## src/rtl/hft_pkt_pkg.sv

```systemverilog
// Shared types and constants for the host-to-net packet framer.
// Holds the FIFO entry layout, default timing limits and the framer state encoding.
package hft_pkt_pkg;

  localparam int ENTRY_W  = 77;
  localparam int DATA_LSB = 0;
  localparam int KEEP_LSB = 64;
  localparam int SOP_BIT  = 72;
  localparam int EOP_BIT  = 73;
  localparam int ERR_BIT  = 74;
  localparam int QID_LSB  = 75;

  localparam int DEF_IPG       = 3;
  localparam int DEF_MAX_BEATS = 190;

  typedef struct packed {
    logic [1:0]  qid;
    logic        err;
    logic        eop;
    logic        sop;
    logic [7:0]  keep;
    logic [63:0] data;
  } tx_entry_t;

  // Entry as held on chip; qid is reserved and never stored.
  typedef struct packed {
    logic        err;
    logic        eop;
    logic        sop;
    logic [7:0]  keep;
    logic [63:0] data;
  } tx_beat_t;

  typedef enum logic [1:0] {
    ST_IDLE = 2'd0,
    ST_SEND = 2'd1,
    ST_GAP  = 2'd2,
    ST_DROP = 2'd3
  } tx_state_t;

endpackage

```

## src/rtl/tx_skid_buffer.sv

```systemverilog
// Two-entry holding buffer between the FIFO read port and the framer FSM.
// Slot 0 is always the head; push and pop may happen in the same cycle.
module tx_skid_buffer
  import hft_pkt_pkg::*;
(
  input  logic       clk_net,
  input  logic       rst_n,
  input  logic       push,
  input  tx_beat_t   push_beat,
  input  logic       pop,
  output tx_beat_t   head,
  output logic [1:0] count
);

  tx_beat_t slot0;
  tx_beat_t slot1;

  always_ff @(posedge clk_net) begin
    if (!rst_n) begin
      slot0 <= '0;
      slot1 <= '0;
      count <= 2'd0;
    end else begin
      case ({push, pop})
        2'b10: begin
          if (count == 2'd0) slot0 <= push_beat;
          else               slot1 <= push_beat;
          count <= count + 2'd1;
        end
        2'b01: begin
          slot0 <= slot1;
          count <= count - 2'd1;
        end
        2'b11: begin
          if (count == 2'd1) begin
            slot0 <= push_beat;
          end else begin
            slot0 <= slot1;
            slot1 <= push_beat;
          end
        end
        default: ;
      endcase
    end
  end

  assign head = slot0;

endmodule

```

## src/rtl/tx_packet_framer.sv

```systemverilog
// Frames host-to-net FIFO entries onto a 64-bit MAC stream with abort,
// length-limit truncation and inter-packet gap enforcement.
//
// state | meaning
// IDLE  | waiting for a sop head entry; orphan (sop=0) entries are discarded
// SEND  | mid-packet, one entry per accepted beat
// GAP   | tvalid held low for IPG cycles after a packet ends
// DROP  | discarding the tail of an over-length packet
module tx_packet_framer
  import hft_pkt_pkg::*;
#(
  parameter int WIDTH     = ENTRY_W,
  parameter int IPG       = DEF_IPG,
  parameter int MAX_BEATS = DEF_MAX_BEATS
) (
  input  logic             clk_net,
  input  logic             rst_n,
  input  logic             fifo_empty,
  output logic             fifo_rd_en,
  input  logic [WIDTH-1:0] fifo_dout,
  output logic [63:0]      tx_tdata,
  output logic [7:0]       tx_tkeep,
  output logic             tx_tlast,
  output logic             tx_tuser,
  output logic             tx_tvalid,
  input  logic             tx_tready,
  output logic [31:0]      pkt_count,
  output logic [15:0]      drop_count
);

  localparam logic [7:0] LIMIT_CNT = 8'(MAX_BEATS - 1);
  localparam logic [3:0] GAP_LOAD  = 4'(IPG - 1);

  tx_state_t  state;
  tx_state_t  next_state;
  logic       rd_en_q;
  tx_beat_t   push_beat;
  tx_beat_t   head;
  logic [1:0] buf_count;
  logic       buf_pop;
  logic       head_valid;
  logic [2:0] occ;
  logic [7:0] beat_cnt;
  logic       err_acc;
  logic [3:0] gap_cnt;
  logic       at_limit;
  logic       accept;
  logic       synth;
  logic       trunc;
  logic       discard;
  logic       pkt_inc;
  logic       drop_inc;
  logic       unused_qid;

  assign push_beat = '{err:  fifo_dout[ERR_BIT],
                       eop:  fifo_dout[EOP_BIT],
                       sop:  fifo_dout[SOP_BIT],
                       keep: fifo_dout[KEEP_LSB +: 8],
                       data: fifo_dout[DATA_LSB +: 64]};
  assign unused_qid = ^fifo_dout[WIDTH-1:QID_LSB];

  tx_skid_buffer u_skid (
    .clk_net   (clk_net),
    .rst_n     (rst_n),
    .push      (rd_en_q),
    .push_beat (push_beat),
    .pop       (buf_pop),
    .head      (head),
    .count     (buf_count)
  );

  // A pop already issued but not yet captured still owns a slot; a pop out
  // of the buffer this cycle frees one, which keeps the path at 1 beat/cycle.
  assign head_valid = (buf_count != 2'd0);
  assign occ        = {1'b0, buf_count} + {2'b00, rd_en_q} - {2'b00, buf_pop};
  assign fifo_rd_en = rst_n && !fifo_empty && (occ < 3'd2);

  always_ff @(posedge clk_net) begin
    if (!rst_n) rd_en_q <= 1'b0;
    else        rd_en_q <= fifo_rd_en;
  end

  always_ff @(posedge clk_net) begin
    if (!rst_n) state <= ST_IDLE;
    else        state <= next_state;
  end

  assign at_limit = (state == ST_IDLE) ? (MAX_BEATS == 1) : (beat_cnt == LIMIT_CNT);

  always_comb begin
    tx_tvalid = 1'b0;
    tx_tdata  = '0;
    tx_tkeep  = '0;
    tx_tlast  = 1'b0;
    tx_tuser  = 1'b0;
    synth     = 1'b0;
    trunc     = 1'b0;
    discard   = 1'b0;
    case (state)
      ST_IDLE: begin
        if (head_valid) begin
          if (head.sop) begin
            tx_tvalid = 1'b1;
            tx_tdata  = head.data;
            tx_tkeep  = head.keep;
            trunc     = at_limit && !head.eop;
            tx_tlast  = head.eop || trunc;
            tx_tuser  = head.err || trunc;
          end else begin
            discard = 1'b1;
          end
        end
      end
      ST_SEND: begin
        if (head_valid) begin
          tx_tvalid = 1'b1;
          if (head.sop) begin
            synth    = 1'b1;
            tx_tlast = 1'b1;
            tx_tuser = 1'b1;
          end else begin
            tx_tdata = head.data;
            tx_tkeep = head.keep;
            trunc    = at_limit && !head.eop;
            tx_tlast = head.eop || trunc;
            tx_tuser = err_acc || head.err || trunc;
          end
        end
      end
      ST_DROP: discard = head_valid && !head.sop;
      default: ;
    endcase
  end

  assign accept  = tx_tvalid && tx_tready;
  assign buf_pop = discard || (accept && !synth);

  always_comb begin
    next_state = state;
    case (state)
      ST_IDLE: begin
        if (accept) begin
          if (head.eop)  next_state = ST_GAP;
          else if (trunc) next_state = ST_DROP;
          else           next_state = ST_SEND;
        end
      end
      ST_SEND: begin
        if (accept) begin
          if (synth || head.eop) next_state = ST_GAP;
          else if (trunc)        next_state = ST_DROP;
        end
      end
      ST_DROP: if (head_valid && (head.sop || head.eop)) next_state = ST_GAP;
      ST_GAP:  if (gap_cnt == 4'd0) next_state = ST_IDLE;
      default: next_state = ST_IDLE;
    endcase
  end

  always_ff @(posedge clk_net) begin
    if (!rst_n) begin
      gap_cnt <= 4'd0;
    end else if (state != ST_GAP && next_state == ST_GAP) begin
      gap_cnt <= GAP_LOAD;
    end else if (state == ST_GAP && gap_cnt != 4'd0) begin
      gap_cnt <= gap_cnt - 4'd1;
    end
  end

  always_ff @(posedge clk_net) begin
    if (!rst_n) begin
      beat_cnt <= 8'd0;
      err_acc  <= 1'b0;
    end else if (accept && !synth) begin
      if (state == ST_IDLE) begin
        beat_cnt <= 8'd1;
        err_acc  <= head.err;
      end else begin
        beat_cnt <= beat_cnt + 8'd1;
        err_acc  <= err_acc | head.err;
      end
    end
  end

  assign pkt_inc  = accept && !synth && head.eop;
  assign drop_inc = (discard && state == ST_IDLE) || (accept && (synth || trunc));

  always_ff @(posedge clk_net) begin
    if (!rst_n) begin
      pkt_count  <= 32'd0;
      drop_count <= 16'd0;
    end else begin
      if (pkt_inc && pkt_count != '1)   pkt_count  <= pkt_count + 32'd1;
      if (drop_inc && drop_count != '1) drop_count <= drop_count + 16'd1;
    end
  end

endmodule

```

## config.mk

```make
export PLATFORM = sky130hd
export DESIGN_NAME = tx_packet_framer
export DESIGN_NICKNAME = d
export VERILOG_FILES = /design/src/rtl/hft_pkt_pkg.sv /design/src/rtl/tx_skid_buffer.sv /design/src/rtl/tx_packet_framer.sv
export SDC_FILE = /design/constraint.sdc
export NUM_CORES = 1
export LEC_CHECK = 0
export BUFFER_PORTS_ARGS = -buffer_cell sky130_fd_sc_hd__buf_2
export CAP_MARGIN = 20
export CORE_MARGIN = 10
export CORE_UTILIZATION = 50
export CTS_CLUSTER_SIZE = 12
export DETAILED_ROUTE_END_ITERATION = 16
export PLACE_DENSITY = 0.75
export RECOVER_POWER = 25
export SLEW_MARGIN = 20
export SYNTH_ARGS = -nofsm -noshare
export SYNTH_HDL_FRONTEND = slang
export SYNTH_SLANG_ARGS = --single-unit
```

## constraint.sdc

```tcl
create_clock -name clk_net -period 10.6 [get_ports clk_net]
set_clock_uncertainty 0.2 [all_clocks]
set_input_delay 1.59 -clock clk_net [delete_from_list [all_inputs] [get_ports clk_net]]
set_output_delay 1.59 -clock clk_net [all_outputs]
set_load 0.05 [all_outputs]
```

==> flow_summary_export.csv, run 1 <==
group,metric,value,unit
power,cellPowerDensity,267,nW/µm²
outcome,status,"complete, but fails checks",
logic_synthesis,yosys.cell_types.count,59,
logic_synthesis,avgSynthCellArea,8.09,µm²
worst_setup_path,crit_top_cell,"buf_2",
grt,grt_max_degree,129,
worst_setup_path,cp_top_family,"simple AND/OR/NAND/NOR gates",
placement,dp_hpwl,17600,µm
worst_setup_path,crit_buf_inv,2,
placement,portBuffers,202,
worst_setup_path,startpoint_type,"input port",
sta,rsz0062_at_grt,"false",
worst_setup_path,path_max_fanout,13,
logic_synthesis,synthTopCellsByArea,"dfxtp_1 44%, nand2_1 7.4%, a221oi_1 6.8%",
clocking,insertion_delay,0.51,ns
logic_synthesis,ys.flop_type,"dfxtp_1",
grt,antenna_found_initial,11,
logic_synthesis,synth_top_area_frac,0.443,
sta,finalHoldViolCount,0,
grt,grt_pass1_vias,8761,
final_layout,drive_gt1_frac,0.162,
placement,pre_cts_slack,4.26,ns
power,swShare,0.407,
logic_synthesis,synth_largest_area_cell,"dfxtp_1",
drt,wl,27200,µm
drt,vias,9377,
worst_setup_path,crit_required,8.81,ns
floorplanning,die_w,160,µm
worst_setup_path,end_kind,"output port",
worst_setup_path,max_stage_delay,0.75,ns
outcome,violations,"max-capacitance violations, max-slew violations",
floorplanning,core_area,19300,µm²
clocking,cts_tree,"yes",
floorplanning,initial_core_util,0.504,
worst_setup_path,cpMaxStageDelayCell,"a21oi_1",
floorplanning,io_pins,205,
clocking,clock_path_buffers,3,
logic_synthesis,synth-seq-cells,216,
clocking,cts-resized-gates,0,
sta,fin_tns_setup,0,ns
worst_setup_path,crit_chain,"buf_2 -> nand2b_1 -> a21oi_1 -> or2_2 -> ha_1 -> nor2_1 -> fa_1 -> nor4_1 -> buf_2",
clocking,clk_pin_slew,0.06,ns
power,combPwrFrac,0.394,
drt,wl_per_cell,16.6,µm
min_path,hp-class,"reg -> reg",
logic_synthesis,yosysWarnings,0,
clocking,root_buffer,"clkbuf_16",
sta,maxSlewHeadroom,-1.15,
grt,grt_pass1_wl,44400,µm
grt,grt_overflow,0,
job,max-cap-violations,2,
clocking,cts_buffers,24,
drt,ant_nets,0,
drt,via_per_inst,5.72,
floorplanning,die_area,25500,µm²
grt,grt_use_total,0.200,
sta,final_max_slew_viol_count,89,
power,p_sw,0.00126,W
final_layout,nNetsFinal,1451,
worst_setup_path,critical_path_class,"in -> out",
logic_synthesis,synth_fp_nets,1303,
sta,final.min_clock_period,6.32,ns
logic_synthesis,synthArstFlopShare,0,
drt,firstDrtPassIters,5,
placement,gp_congestion,0.880,
logic_synthesis,yosysSeqAreaShare,0.443,
clocking,cts_num_sinks,216,
sta,finalWorstSetupSlack,4.28,ns
drt,drc_errors,0,
clocking,postCtsHoldBufs,0,
power,vdd_drop_max,0.184,mV
power,internal_power,0.00183,W
clocking,post_cts_buffers,0,
drt,drt_iter0_drc,672,
sta,timing.fmax,158,MHz
final_layout,area_delta_synth_final,18.5,%
power,p_clk_frac,0.255,
logic_synthesis,synthesis.area,9750,µm²
final_layout,fillers,1808,
clocking,cts_max_level,1,
floorplanning,die_h,160,µm
logic_synthesis,syn_inst,1205,
power,power.leakage,4.34,nW
sta,worst_pin_slew,3.23,ns
logic_synthesis,synth_edf_count,0,
power,seq_power_share,0.350,
floorplanning,row_count,51,
worst_setup_path,critPathArrivalTime,4.53,ns
sta,finalCritPeriodShare,0.597,
sta,finalSetupViolCount,0,
==> power by group through the flow <==
stage | clock (W) | sequential [W] | combinational, W
final | 0.000789 | 0.00108 | 0.00122
after detailed placement | 0 | 0.00110 | 0.00122
after global routing | 0.000837 | 0.00110 | 0.00136
after global placement | 0 | 0.00109 | 0.00120
after floorplan | 0 | 0.00108 | 0.000932
after CTS | 0.000805 | 0.00108 | 0.00123
==> final timing paths <==
check	cells after the start	to	slack, ns	from
max reg2reg	12	u_skid.slot1[29]$_SDFFE_PN0P_	6.00	state[0]$_SDFF_PN0_
max	9	fifo_rd_en	4.28	tx_tready
min	2	u_skid.slot1[19]$_SDFFE_PN0P_	0.25	u_skid.slot1[19]$_SDFFE_PN0P_
min reg2reg	2	u_skid.slot1[19]$_SDFFE_PN0P_	0.25	u_skid.slot1[19]$_SDFFE_PN0P_
==> layout make-up <==
type                       instances  area, µm²  share of cell area
multi-input combinational        871       5000               0.433
sequential                       216       4320               0.374
timing repair buffer             214       1030              0.0888
clock buffer                      36        706              0.0611
tap                              265        332              0.0287
inverter                          26        103             0.00888
clock inverter                     7       46.3             0.00401
antenna                            5       12.5             0.00108
==> worst min-delay path: stages, from the launching register on <==
cell	delay, ns
dfxtp_1	0.30
nand2_1	0.05
a21oi_1	0.05
==> registers in the layout (all words and copies together), names as in the netlist <==
name / cells
u_skid.slot1: 75
beat_cnt: 8
rd_en_q: 1
drop_count: 16
gap_cnt: 4
err_acc: 1
u_skid.count: 2
u_skid.head: 75
state: 2
pkt_count: 32
==> cells in the final DEF, fill, tap and decap left out, drive strengths merged, types with 2 or more instances in the layout <==
master / instances
ha: 16
o31a: 2
a21o: 3
o211a: 4
nor3: 79
xor2: 9
nor4: 11
inv: 26
xnor2: 4
nand2b: 7
or3: 26
a22oi: 2
or4b: 3
nand2: 192
nor2b: 2
a221oi: 76
and2: 75
a211oi: 8
nand4: 18
clkbuf: 89
o41ai: 3
clkinv: 7
a21oi: 119
o31ai: 15
o21a: 2
dfxtp: 216
or4: 14
nor2: 103
nand3: 16
mux2i: 8
buf: 161
o211ai: 4
or2: 3
and4: 7
diode: 5
o21ai: 26
==> Yosys cell counts, types with 4 or more instances <==
| library cell | number |
|---|---|
| and2_1 | 74 |
| o31ai_1 | 14 |
| mux2i_1 | 8 |
| o211a_1 | 4 |
| clkbuf_1 | 76 |
| ha_1 | 16 |
| nand2_1 | 192 |
| nor4_1 | 11 |
| nor2_1 | 103 |
| xnor2_1 | 4 |
| buf_1 | 10 |
| or4_1 | 13 |
| and4_1 | 5 |
| dfxtp_1 | 216 |
| nor3_1 | 79 |
| a221oi_1 | 76 |
| o211ai_1 | 4 |
| xor2_1 | 9 |
| a21oi_1 | 119 |
| buf_2 | 4 |
| o21ai_0 | 26 |
| or3_1 | 24 |
| nand4_1 | 16 |
| nand2b_1 | 7 |
| inv_1 | 25 |
| a211oi_1 | 7 |
| nand3_1 | 16 |
==> cell families (layout without fill, tap and decap cells) <==
family / after synthesis / after routing / synth area share
AO/OA/AOI/OAI: 270 / 270 / 0.186
adder cells (fa/ha/maj): 17 / 17 / 0.0226
other: 0 / 5 / 0
multiplexers: 9 / 9 / 0.00937
buffers and inverters: 118 / 283 / 0.0462
flip-flops: 216 / 216 / 0.443
XOR/XNOR: 13 / 13 / 0.0117
AND/OR/NAND/NOR: 562 / 562 / 0.281
==> per-layer routing <==
layer | global-route usage | part of all wire
met1 | 0.255 | 0.42
met2 | 0.325 | 0.48
met3 | 0.0504 | 0.070
met4 | 0.0653 | 0.022
met5 | 0 | 0.0018
==> per-stage QoR <==
step                utilization  instance area, µm²  instances  hold slack (ns)  total power, W
floorplan                     -                9750       1205            0.236         0.00201
global placement          0.563               10900       1591            0.241         0.00229
detailed placement        0.563               10900       1591            0.247         0.00232
CTS                       0.602               11600       1634            0.254         0.00311
global route              0.597               11600       1640            0.271         0.00331
finish                    0.597               11600       1640            0.251         0.00309
(Power assumes the default switching activity.)
==> run 2: changes to the inputs <==
==> constraint.sdc (replaced) <==
create_clock -name clk_net -period 6.1 [get_ports clk_net]
set_clock_uncertainty 0.2 [all_clocks]
set_input_delay 0.915 -clock clk_net [delete_from_list [all_inputs] [get_ports clk_net]]
set_output_delay 0.915 -clock clk_net [all_outputs]
set_load 0.05 [all_outputs]
==> flow_summary_export.csv, run 2 (synthesized netlist as in run 1, its figures left out) <==
group,metric,value,unit
outcome,status,"complete, but fails checks",
outcome,violations,"max-capacitance violations, max-slew violations",
job,max-cap-violations,3,
sta,finalHoldViolCount,0,
drt,drt_iter0_drc,641,
worst_setup_path,reg2reg_from,"u_skid.count[1]$_SDFFE_PN0P_",
placement,gp_congestion,0.853,
clocking,root_buffer,"clkbuf_16",
placement,place_inst,1594,
clocking,post_cts_buffers,0,
drt,firstDrtPassIters,5,
power,internal_power,0.00321,W
clocking,cts_max_level,1,
final_layout,instances_no_fill,1637,
placement,dpl_cell_area,10900,µm²
drt,wl_met2,12900,µm
final_layout,mostFrequentLayoutCells,"216 x dfxtp_1, 192 x nand2_1, 154 x buf_2",
placement,dp_hpwl,17500,µm
power,seq_power_share,0.349,
floorplanning,die_area,25500,µm²
sta,timing.hold.ws,0.253,ns
power,p_clk_frac,0.250,
sta,final.min_clock_period,5.10,ns
worst_setup_path,startpoint_type,"input port",
worst_setup_path,cpMaxStageDelayCell,"clkinvlp_4",
worst_setup_path,r2r_setup_slack,1.88,ns
final_layout,nNetsFinal,1453,
sta,finalSetupViolCount,0,
power,swShare,0.406,
floorplanning,row_count,51,
power,cellPowerDensity,466,nW/µm²
power,p_sw,0.00219,W
drt,wirelength_met1,11700,µm
sta,worst_pin_slew,1.94,ns
drt,wl,27100,µm
floorplanning,die_h,160,µm
grt,grt_max_degree,103,
final_layout,drive_gt1_frac,0.163,
clocking,cts-resized-gates,0,
clocking,postCtsHoldBufs,0,
clocking,insertion_delay,0.52,ns
min_path,worstHoldStart,"u_skid.slot1[13]$_SDFFE_PN0P_",
drt,ant_nets,0,
sta,timing.fmax,196,MHz
grt,grt_use_total,0.200,
drt,vias,9305,
clocking,cts_buffers,24,
sta,maxSlewHeadroom,-0.295,
clocking,clk_pin_slew,0.05,ns
min_path,hp-class,"reg -> reg",
worst_setup_path,path_max_fanout,102,
floorplanning,initial_core_util,0.504,
placement,pre_cts_slack,1.56,ns
grt,antenna_found_initial,10,
grt,grt_overflow,0,
worst_setup_path,end_kind,"output port",
drt,via_per_inst,5.68,
power,power.leakage,4.34,nW
drt,wl_per_cell,16.5,µm
min_path,worstHoldPathCells,2,
grt,grt_pass1_vias,8700,
drt,wl_met3,1760,µm
clocking,cts_tree,"yes",
grt,grt_pass1_wl,44400,µm
floorplanning,io_pins,205,
clocking,cts_num_sinks,216,
power,combPwrFrac,0.401,
worst_setup_path,crit_required,4.98,ns
sta,fin_tns_setup,0,ns
worst_setup_path,reg2reg_to,"u_skid.head[73]$_SDFFE_PN0P_",
drt,highest_layer,"met5",
floorplanning,core_area,19300,µm²
floorplanning,die_w,160,µm
final_layout,final_area,11600,µm²
sta,final_max_slew_viol_count,220,
worst_setup_path,critPathArrivalTime,3.99,ns
worst_setup_path,crit_top_cell,"buf_2",
min_path,worstHoldEndpoint,"u_skid.slot1[13]$_SDFFE_PN0P_",
final_layout,final_common_cell,"dfxtp_1",
drt,drc_errors,0,
worst_setup_path,max_stage_delay,1.46,ns
placement,portBuffers,202,
final_layout,area_delta_synth_final,18.8,%
worst_setup_path,critical_path_class,"in -> out",
power,vdd_drop_max,0.285,mV
worst_setup_path,crit_chain,"buf_2 -> clkinvlp_4 -> nor4_1 -> buf_2",
worst_setup_path,worst_r2r_path_depth,12,
sta,finalCritPeriodShare,0.837,
sta,rsz0062_at_grt,"false",
clocking,clock_path_buffers,3,
sta,finalWorstSetupSlack,0.997,ns
==> run 2: through the flow <==
step | util | power [W]
after floorplan | - | 0.00350
after global placement | 0.566 | 0.00403
after detailed placement | 0.566 | 0.00407
after CTS | 0.604 | 0.00543
after global routing | 0.599 | 0.00579
final | 0.599 | 0.00540
==> run 2: final cells by class <==
type / instances / area, µm²
Clock inverter: 5 / 43.8
Antenna cell: 3 / 7.51
Multi-Input combinational cell: 871 / 5000
Sequential cell: 216 / 4320
Clock buffer: 35 / 692
Fill cell: 1759 / 7750
Inverter: 26 / 101
Tap cell: 265 / 332
Timing Repair Buffer: 216 / 1080
==> run 2: layer usage <==
metal,track usage,up-vias
met4,0.0632,8
met3,0.0468,57
li1,-,4588
met5,0,-
met2,0.326,287
met1,0.258,4365
==> run 2: worst max-delay path by stage <==
| stage | startpoint | end | slack, ns | depth (start not counted) |
|---|---|---|---|---|
| global route | rst_n | fifo_rd_en | 0.68 | 4 |
| detailed placement | tx_tready | fifo_rd_en | 1.56 | 10 |
| finish | rst_n | fifo_rd_en | 1.0 | 4 |
| floorplan | tx_tready | fifo_rd_en | 0.90 | 8 |
| global placement | tx_tready | fifo_rd_en | 1.57 | 10 |
| CTS | u_skid.count[1]$_SDFFE_PN0P_ | fifo_rd_en | 1.10 | 11 |
==> run 2: critical path, delay by kind of cell <==
family	cells	cell delay (ns)
buffers and inverters	3	2.21
AND/OR/NAND/NOR	1	0.82
==> run 2: power groups by stage <==
stage               sequential [W]  combinational [W]  clock (W)
global placement           0.00189            0.00214          0
detailed placement         0.00191            0.00217          0
floorplan                  0.00188            0.00162          0
global route               0.00192            0.00244    0.00143
finish                     0.00188            0.00216    0.00135
CTS                        0.00188            0.00217    0.00137
